--- src/rtl/conv_window_3x3.sv ---
// Streaming 3x3 window generator: raster-order signed pixels in, valid-mode
// 3x3 neighbourhoods out, with two line buffers holding rows r-1 and r-2.
module conv_window_3x3 #(
    parameter int IMG_W = 28,
    parameter int IMG_H = 28
) (
    input  logic              clk,
    input  logic              rst_n,
    input  logic              pix_valid,
    input  logic signed [7:0] pix_in,
    input  logic              sof,
    output logic              win_valid,
    output logic signed [7:0] win0,
    output logic signed [7:0] win1,
    output logic signed [7:0] win2,
    output logic signed [7:0] win3,
    output logic signed [7:0] win4,
    output logic signed [7:0] win5,
    output logic signed [7:0] win6,
    output logic signed [7:0] win7,
    output logic signed [7:0] win8,
    output logic              frame_done
);

    localparam int CW = $clog2(IMG_W);
    localparam int RW = $clog2(IMG_H);
    localparam logic [CW-1:0] COL_LAST = CW'(IMG_W - 1);
    localparam logic [RW-1:0] ROW_LAST = RW'(IMG_H - 1);

    logic [CW-1:0]   r_col, w_col;
    logic [RW-1:0]   r_row, w_row;
    logic            w_last_col, w_last_row, w_emit;
    logic [7:0]      r_lb0 [IMG_W];
    logic [7:0]      r_lb1 [IMG_W];
    logic [7:0]      w_t0, w_t1;
    logic [1:0][7:0] r_top, r_mid, r_bot;
    logic [8:0][7:0] r_win;
    logic            r_valid, r_done;

    // sof redirects the accepted pixel to (0,0) without a separate state.
    assign w_col      = sof ? '0 : r_col;
    assign w_row      = sof ? '0 : r_row;
    assign w_last_col = (w_col == COL_LAST);
    assign w_last_row = (w_row == ROW_LAST);
    assign w_emit     = pix_valid && (w_row >= RW'(2)) && (w_col >= CW'(2));

    // Combinational read gives the old contents when written the same edge.
    assign w_t1 = r_lb1[w_col];
    assign w_t0 = r_lb0[w_col];

    always_ff @(posedge clk) begin
        if (pix_valid) begin
            r_lb0[w_col] <= w_t1;
            r_lb1[w_col] <= pix_in;
        end
    end

    // Column history keeps c-1 in [0] and c-2 in [1]; the incoming column
    // goes straight into the output register, completing the 3-deep window.
    always_ff @(posedge clk or negedge rst_n) begin
        if (!rst_n) begin
            r_col   <= '0;
            r_row   <= '0;
            r_top   <= '0;
            r_mid   <= '0;
            r_bot   <= '0;
            r_win   <= '0;
            r_valid <= 1'b0;
            r_done  <= 1'b0;
        end else begin
            r_valid <= w_emit;
            r_done  <= w_emit && w_last_col && w_last_row;
            if (pix_valid) begin
                r_col <= w_last_col ? '0 : w_col + 1'b1;
                if (w_last_col)
                    r_row <= w_last_row ? '0 : w_row + 1'b1;
                else
                    r_row <= w_row;
                r_top <= {r_top[0], w_t0};
                r_mid <= {r_mid[0], w_t1};
                r_bot <= {r_bot[0], pix_in};
            end
            if (w_emit)
                r_win <= {pix_in, r_bot[0], r_bot[1],
                          w_t1,   r_mid[0], r_mid[1],
                          w_t0,   r_top[0], r_top[1]};
        end
    end

    assign win_valid  = r_valid;
    assign frame_done = r_done;
    assign win0 = r_win[0];
    assign win1 = r_win[1];
    assign win2 = r_win[2];
    assign win3 = r_win[3];
    assign win4 = r_win[4];
    assign win5 = r_win[5];
    assign win6 = r_win[6];
    assign win7 = r_win[7];
    assign win8 = r_win[8];

endmodule

--- config.mk ---
export PLATFORM = sky130hd
export DESIGN_NAME = conv_window_3x3
export DESIGN_NICKNAME = d
export VERILOG_FILES = /design/src/rtl/conv_window_3x3.sv
export SDC_FILE = /design/constraint.sdc
export NUM_CORES = 1
export LEC_CHECK = 0
export CORE_ASPECT_RATIO = 1.75
export CORE_MARGIN = 1
export CORE_UTILIZATION = 40
export CTS_BUF_LIST = sky130_fd_sc_hd__clkbuf_4
export CTS_CLUSTER_SIZE = 14
export DETAILED_ROUTE_END_ITERATION = 10
export HOLD_SLACK_MARGIN = 0.12
export SYNTH_ARGS = -nofsm -noshare
export SYNTH_HDL_FRONTEND = slang
export SYNTH_SLANG_ARGS = --single-unit
--- constraint.sdc ---
create_clock -name clk -period 4.2 [get_ports clk]
set_input_delay 0.42 -clock clk [delete_from_list [all_inputs] [get_ports clk]]
set_output_delay 0.42 -clock clk [all_outputs]
set_load 0.01 [all_outputs]
## After elaboration in Yosys (flattened, before gate mapping)

Memories as Yosys holds them, arrays and structs flattened.
Index checks and enable logic that the tools add are counted.

- Register bits: 132
- Memory bits (writable): 448
- Input bits: 12
- Output and inout bits: 74
- Word-level logic and storage cells: 38
- Memories kept: 2

- Add/subtract/negate cells: 2
- $lt $le $gt $ge: 2
- Equal/unequal tests: 2
- Multiplexer cells: 7
- Reduce and logical (&&, ||, !) cells: 4

Memories:

| name | words | width | rd ports | clocked after memory_dff | wr ports | line | RTL |
|---|---|---|---|---|---|---|---|
| r_lb0 | 28 | 8 | 1 | 0 | 1 | 33 | `logic [7:0] r_lb0 [IMG_W];` |
| r_lb1 | 28 | 8 | 1 | 0 | 1 | 34 | `logic [7:0] r_lb1 [IMG_W];` |

Operators by type and width:

| kind | number |
|---|---|
| 5-bit two-way mux | 5 |
| 5-bit by 1-bit adder with 5-bit output, second input constant | 2 |
| 5-bit == test, second input constant | 2 |
| 5-bit by 2-bit >= comparator with 1-bit output, second input constant | 2 |
| 1-bit logical AND | 4 |
| 1-bit two-way mux | 2 |

## Logic depth before layout (Yosys ltp)

Gate-level depths: netlist of the first run.

- Word-level depth: 6
- Mapped depth: 10
- Mapped depth without buffers: 7

## Worst setup path after synthesis of the first run

Ideal clock, no wire load.

- Path type: in2reg
- Start point: in sof
- End point: mem r_lb0[27][0], enable pin
- Library setup time: 416 ps
- Arrival: 2810 ps
- Data required time: 3784 ps
- Path slack: 974 ps
- Stages: 7
- Buffers on the path: 2
- Cell sequence: buf_2 > nand2b_1 > clkinv_1 > buf_2 > ha_1 > nand2_1 > nor3_1

- Cells in the longest elaborated chain, start to end: 1

Ends and longest elaborated chain:

| what | line | RTL |
|---|---|---|
| from (decl) | 11 | `input logic sof,` |
| 5-bit two-way mux | 41 | `assign w_col = sof ? '0 : r_col;` |
| to (decl) | 33 |  |

Every way passes these cells.

## Worst setup path after layout of the first run

- Start point: reg r_col[0]
- End point: mem r_lb0[6][7] (data pin)

- Cells in the longest elaborated chain, start to end: 2

Ends and longest elaborated chain:

| what | line | RTL |
|---|---|---|
| from (decl) | 30 | `logic [CW-1:0] r_col, w_col;` |
| from (signal assigned) | 74 | `r_col <= w_last_col ? '0 : w_col + 1'b1;` |
| 5-bit two-way mux | 41 |  |
| memory read 28 x 8 bit | - |  |
| named net w_t1[7] | 35 | `logic [7:0] w_t0, w_t1;` |

The timed path passes the listed nets, and every way through them passes these cells.

==> results of run 1 <==
[cell type report]
cell class	instances	area, µm²	area share, %
clock inverters	51	317	1.20
inverters	14	52.6	0.199
flip-flops and latches	580	16800	63.4
repair buffers	175	1550	5.87
well taps	760	951	3.60
clock buffers	166	1250	4.71
multi-input cells	702	5550	21.0
diodes	3	7.51	0.0284
[worst register-to-register path: cells and delay by family, from the launching register on]
kind / cells / cell delay, ps
and+or+nand+nor: 3 / 1140
DFF: 1 / 620
AOI/OAI and AO/OA: 1 / 560
buffers and inverters: 1 / 460
muxes: 1 / 240
[where the power goes]
group | internal, µW | leakage (µW) | switching (µW) | total [µW]
sequential | 7060 | 0.00560 | 380 | 7440
clock | 2080 | 0.000915 | 2090 | 4170
combinational | 1410 | 0.00281 | 1660 | 3070
total | 10600 | 0.00933 | 4130 | 14700
[final timing paths]
path / start / endpoint / slack [ps] / cells past startpoint
setup / recovery: r_col[0] / r_lb0[6][7] / 670 / 6
hold / removal: rst_n / win6[1] / 150 / 2
setup reg to reg: r_col[0] / r_lb0[6][7] / 670 / 6
hold reg to reg: win0[5] / win0[5] / 490 / 1
max in group asynchronous: rst_n / win4[7] / 3100 / 3
min in group clk: pix_in[5] / r_lb1[25][5] / 410 / 2
[Yosys cell counts, types with 2 or more instances]
library cell	count	share of area [%]
nor2_1	99	1.6
clkbuf_1	25	0.41
and3_1	2	0.055
a222oi_1	12	0.53
o211ai_1	11	0.36
buf_1	5	0.082
buf_6	5	0.25
nand4bb_1	2	0.099
o21ai_0	21	0.46
a21oi_1	39	0.86
buf_2	39	0.86
edfxtp_1	448	59
o2bb2ai_1	2	0.077
mux2i_1	80	3.5
inv_1	12	0.20
o221ai_1	9	0.35
nand3_1	5	0.11
nor2b_1	20	0.55
o21bai_2	2	0.099
o31ai_1	2	0.066
mux2_1	6	0.30
and4_1	2	0.077
a2111oi_0	2	0.077
nor4_2	4	0.22
nand2b_1	4	0.11
or3_1	10	0.27
nor3b_1	2	0.066
o22ai_1	35	0.96
mux2_2	135	6.7
o21a_1	7	0.23
nand2_1	57	0.94
mux4_2	17	1.7
a22oi_1	16	0.53
a221oi_1	6	0.23
nor3_1	7	0.15
ha_1	4	0.22
buf_4	10	0.33
and3b_1	3	0.12
nor4bb_1	3	0.13
dfrtp_1	132	14
a211oi_1	22	0.72
a31oi_1	33	0.91
[layer usage]
layer / share of wire [%] / GRT usage [%] / up-vias
met3: 4.2 / 3.62 / 139
li1: - / - / 5865
met1: 35 / 20.8 / 6652
met2: 55 / 37.6 / 439
met4: 5.0 / 11.6 / 0
met5: 0 / 0 / -
[through the flow]
step | util, % | std cells | hold WS [ps] | setup WS [ps]
final | 47.0 | 2451 | 153 | 674
after global placement | 44.2 | 2228 | 467 | 733
after CTS | 47.0 | 2448 | 128 | 714
after detailed placement | 44.2 | 2228 | 474 | 749
after global routing | 47.0 | 2451 | 164 | 602
after floorplan | - | 1380 | 124 | 974
[registers in the layout, summed over array words and instances, names as in the netlist]
register / count
frame_done: 1
r_col: 5
r_lb0: 224
r_bot: 16
win6: 8
win4: 8
r_row: 5
win5: 8
win2: 8
win8: 8
win3: 8
win0: 8
win1: 8
r_top: 16
r_mid: 16
r_lb1: 224
win7: 8
win_valid: 1
[logic make-up (layout without fill, tap and decap cells)]
logic type | after synthesis | after routing | synth area share, %
AOI/OAI and AO/OA | 229 | 229 | 6.90
xor gates and xnor gates | 1 | 1 | 0.0385
adders and majority gates | 4 | 4 | 0.220
buffers and inverters | 98 | 406 | 2.16
DFF | 580 | 580 | 73.6
muxes | 238 | 238 | 12.2
other | 0 | 3 | 0
and+or+nand+nor | 230 | 230 | 4.96
==> out/summary.txt, run 1 <==
Worst-path clk slew = 70 ps
P per Cell Area = 555 nW/µm²
Cells after Synth = 1380
Clock Tree Buf Depth = 3
DRC = 0
Share of cells above drive strength 1 = 26.2%
Minimum clock period after layout = 3530 ps
Drt total wl = 57000 µm
# setup viols final = 0
Critical path endpoint category = register
Synth Net Count = 1396
Max-cap violations = 0
Post-CTS Setup Inserts = 0
Initial Util = 40.5%
Global-route wire length before repair = 85700 µm
Unique cell type count in the Yosys netlist = 65
Syn. warnings = 0
Synthesized area = 22800 µm²
Crit path max-delay cell type = nand2_1
Ys async rst share = 22.8%
DR vias = 13100
Total track usage = 20.1%
Worst slew margin = 20.1%
Setup_tns = 0 ps
Vias in the first global route = 13800
Worst Path Arrival = 3910 ps
Largest net degree at the start of global routing = 91
Max H-tree Level = 3
Root Driver = clkbuf_4
CTS tree = built
Vias per cell = 5.34
Starting DRT DRC Count = 860
Clock buffer count from CTS = 118
Cts hold-fix bufs = 3
IO Pins = 86
Num Clock Sinks = 580
Worst Clk Skew = 61.7 ps
Router iterations before antenna repair = 7
EDFF count, synth = 448
CP Data Required Time = 4590 ps
Die Span Y = 318 µm
Gpl congestion = 0.872
Hold Vio Cnt, Final = 0
Final Cycle Share = 84.0%
Max Clock Freq = 284 MHz
Syn avg cell area = 16.5 µm²
Slew Viols, Final = 0
Synth Flop Type = edfxtp_1
RSZ-0062 raised after global routing = no
Routed Antenna Nets = 0
Status = finished clean
Critical path peak fanout = 28
Number of port buffers = 85
Num rows = 115
Fillers = 4862
Flops & latches, synth = 580
Family with the most delay on the worst path = simple AND/OR/NAND/NOR gates
Finished Cell Area = 26400 µm²
Critical path's largest stage delay = 670 ps
Slew @ Worst Pin = 1190 ps
Initial antenna violation count = 2
Clk_lat worst skew = 890 ps
Buf/Inv on CP = 1
WL/cell = 23.2 µm
Most common cell after layout, fill and taps aside = edfxtp_1
Hold Crit Class = input pin to asynchronous set/reset pin
Die W = 182 µm
Commonest non-fill, non-tap cells in the layout = 448 x edfxtp_1, 166 x clkbuf_4, 135 x mux2_2
Final net count = 1607
Cts repair resizes = 0
Lkg Pwr = 0.00933 µW
WS Path Type = register to register
Peak VDD IR = 0.285 mV
Post-detail-place hpwl = 37400 µm
GRT overflow = 0
Pwr Total = 14700 µW
Worst setup SP type = register
Die footprint = 58000 µm²
Post-synthesis to final-layout area growth = 16.1%
Worst path cell trace = buf_4 > mux2i_1 > nor2_1 > or3_1 > a222oi_1 > nand2_1
Core Footprint = 56300 µm²
Placed Area = 24800 µm²
Sequential share of the synthesized area = 73.6%
(Power assumes the default switching activity.)
==> run 2: changes to the inputs <==
==> constraint.sdc (replaced) <==
create_clock -name clk -period 3.3 [get_ports clk]
set_input_delay 0.33 -clock clk [delete_from_list [all_inputs] [get_ports clk]]
set_output_delay 0.33 -clock clk [all_outputs]
set_load 0.01 [all_outputs]
==> run 2 against run 1 <==
Compared with the run above:
- maximum frequency rose by 16%
- routed wire length increased by 1.1%
- clock skew decreased by 2.8 ps
- cell count grew 1.7%
- critical path type unchanged
- largest power group unchanged
==> out/summary.txt, run 2 (synthesis results as in run 1) <==
Num rows = 115
Critical path peak fanout = 28
Min Hold Slack = 332 ps
Clk network pwr share = 30.2%
Gpl congestion = 0.926
DRC = 0
R2R Setup Slk = 260 ps
Die Span Y = 318 µm
Clk_lat worst skew = 880 ps
Cts repair resizes = 0
Slew @ Worst Pin = 1160 ps
GRT overflow = 0
Worst path cell trace = buf_4 > mux2_2 > a221oi_1 > o22ai_1 > nor4_2 > inv_1 > buf_4
Total track usage = 20.4%
WHS Path Cells = 2
Post-CTS Setup Inserts = 0
Minimum clock period after layout = 3040 ps
WL/cell = 23.1 µm
Critical Path Most Common Cell = buf_4
Max H-tree Level = 4
Vias per cell = 5.37
Met2 wire len = 32300 µm
Global-route wire length before repair = 86900 µm
Combinational power share = 21.1%
Initial Util = 40.5%
Critical path endpoint category = register
Hold Vio Cnt, Final = 0
Max Clock Freq = 328 MHz
Most common cell after layout, fill and taps aside = edfxtp_1
Switching share of power = 27.6%
Met1 Routed Length = 20000 µm
DR vias = 13400
Hold Crit Class = input pin to register
Worst setup SP type = register
Num Clock Sinks = 580
Met3 WL post-DR = 2410 µm
Number of port buffers = 85
CTS tree = built
Hold Crit Start = pix_in[4]
FF-to-FF path depth = 7
Max-cap violations = 0
Routed Antenna Nets = 0
Setup_tns = 0 ps
Root Driver = clkbuf_4
Seq pwr share = 48.7%
Largest net degree at the start of global routing = 69
WS Path Type = register to register
CP Data Required Time = 3860 ps
Worst slew margin = 22.1%
Max layer used = met4
Post-synthesis to final-layout area growth = 18.6%
Initial antenna violation count = 3
Worst Clk Skew = 58.9 ps
RSZ-0062 raised after global routing = no
# setup viols final = 0
Pint = 14100 µW
Reg2Reg Launch Point = r_col[0]
Starting DRT DRC Count = 904
Drt total wl = 57600 µm
Commonest non-fill, non-tap cells in the layout = 448 x edfxtp_1, 184 x clkbuf_4, 135 x mux2_2
Worst-path clk slew = 70 ps
Peak VDD IR = 0.275 mV
Cts hold-fix bufs = 5
P per Cell Area = 719 nW/µm²
Crit path max-delay cell type = dfrtp_4
Final net count = 1655
Critical path's largest stage delay = 650 ps
Vias in the first global route = 14300
Die W = 182 µm
Switch Pwr = 5350 µW
Status = finished clean
Clock buffer count from CTS = 132
Final Cycle Share = 92.3%
Slew Viols, Final = 0
Worst Hold End = r_lb1[8][4]
IO Pins = 86
Worst Path Arrival = 3600 ps
R2R Path End = r_lb0[17][6]
Post-detail-place hpwl = 38600 µm
Share of cells above drive strength 1 = 29.0%
Router iterations before antenna repair = 6
Largest regs = r_lb0 (224), r_lb1 (224)
Die footprint = 58000 µm²
Clock Tree Buf Depth = 3
Lkg Pwr = 0.00966 µW
Core Footprint = 56300 µm²
-- run 2: cell count changes in the layout (fill, tap and decap cells not counted) --
cell / previous run / this run
clkbuf_4: 166 / 184
buf_12: 2 / 12
clkinv_4: 0 / 1
clkinv_1: 36 / 18
clkinvlp_4: 2 / 3
inv_2: 1 / 6
bufinv_16: 4 / 7
diode_2: 3 / 2
dlygate4sd3_1: 3 / 4
buf_4: 86 / 109
clkinv_2: 10 / 9
-- run 2: cell type report --
class / instances / area, µm²
flip-flops and latches: 580 / 16800
clock inverters: 42 / 369
repair buffers: 209 / 1940
multi-input cells: 702 / 5550
diodes: 2 / 5.00
clock buffers: 184 / 1380
fillers: 4844 / 29200
inverters: 14 / 52.6
well taps: 760 / 951
-- run 2: stage by stage --
step / instance area, µm² / util (%) / setup WS, ps / total power [µW] / std cells
6_report: 27000 / 48.0 / 256 / 19400 / 2493
5_1_grt: 27000 / 48.0 / 84.3 / 20300 / 2493
4_1_cts: 27000 / 48.0 / 198 / 19700 / 2491
3_5_place_dp: 25200 / 44.8 / 206 / 13700 / 2260
3_3_place_gp: 25200 / 44.8 / 235 / 13600 / 2260
2_1_floorplan: 22800 / - / 110 / 11500 / 1380
-- run 2: worst max-delay path: cells and delay by family, from the launching register on --
kind	cells	cell delay [ps]
buf+inv	3	680
flops	1	650
simple gates	1	530
compound gates	2	480
mux	1	390
-- run 2: power groups by stage --
stage | registers (µW) | logic, µW | clock network [µW]
after floorplan | 9660 | 1840 | 0
after global placement | 9590 | 4050 | 0
after detailed placement | 9620 | 4120 | 0
after CTS | 9470 | 4140 | 6040
after global routing | 9540 | 4380 | 6380
final | 9460 | 4090 | 5850
-- run 2: worst max path at each step --
| stage | slack [ps] | end | depth (start not counted) | startpoint |
|---|---|---|---|---|
| after floorplan | 110 | r_lb0[27][0] | 7 | r_col[1] |
| after global placement | 240 | r_lb0[27][6] | 7 | r_col[0] |
| after detailed placement | 210 | r_lb0[27][6] | 7 | r_col[0] |
| after CTS | 200 | r_lb0[10][6] | 7 | r_col[0] |
| after global routing | 80 | r_lb0[26][6] | 7 | r_col[0] |
| final | 260 | r_lb0[17][6] | 7 | r_col[0] |
-- run 2: routing by layer --
layer	vias up	track usage, %
met5	-	0
met4	0	12.5
met3	153	3.41
met2	469	38.2
met1	6795	20.8
li1	5969	-
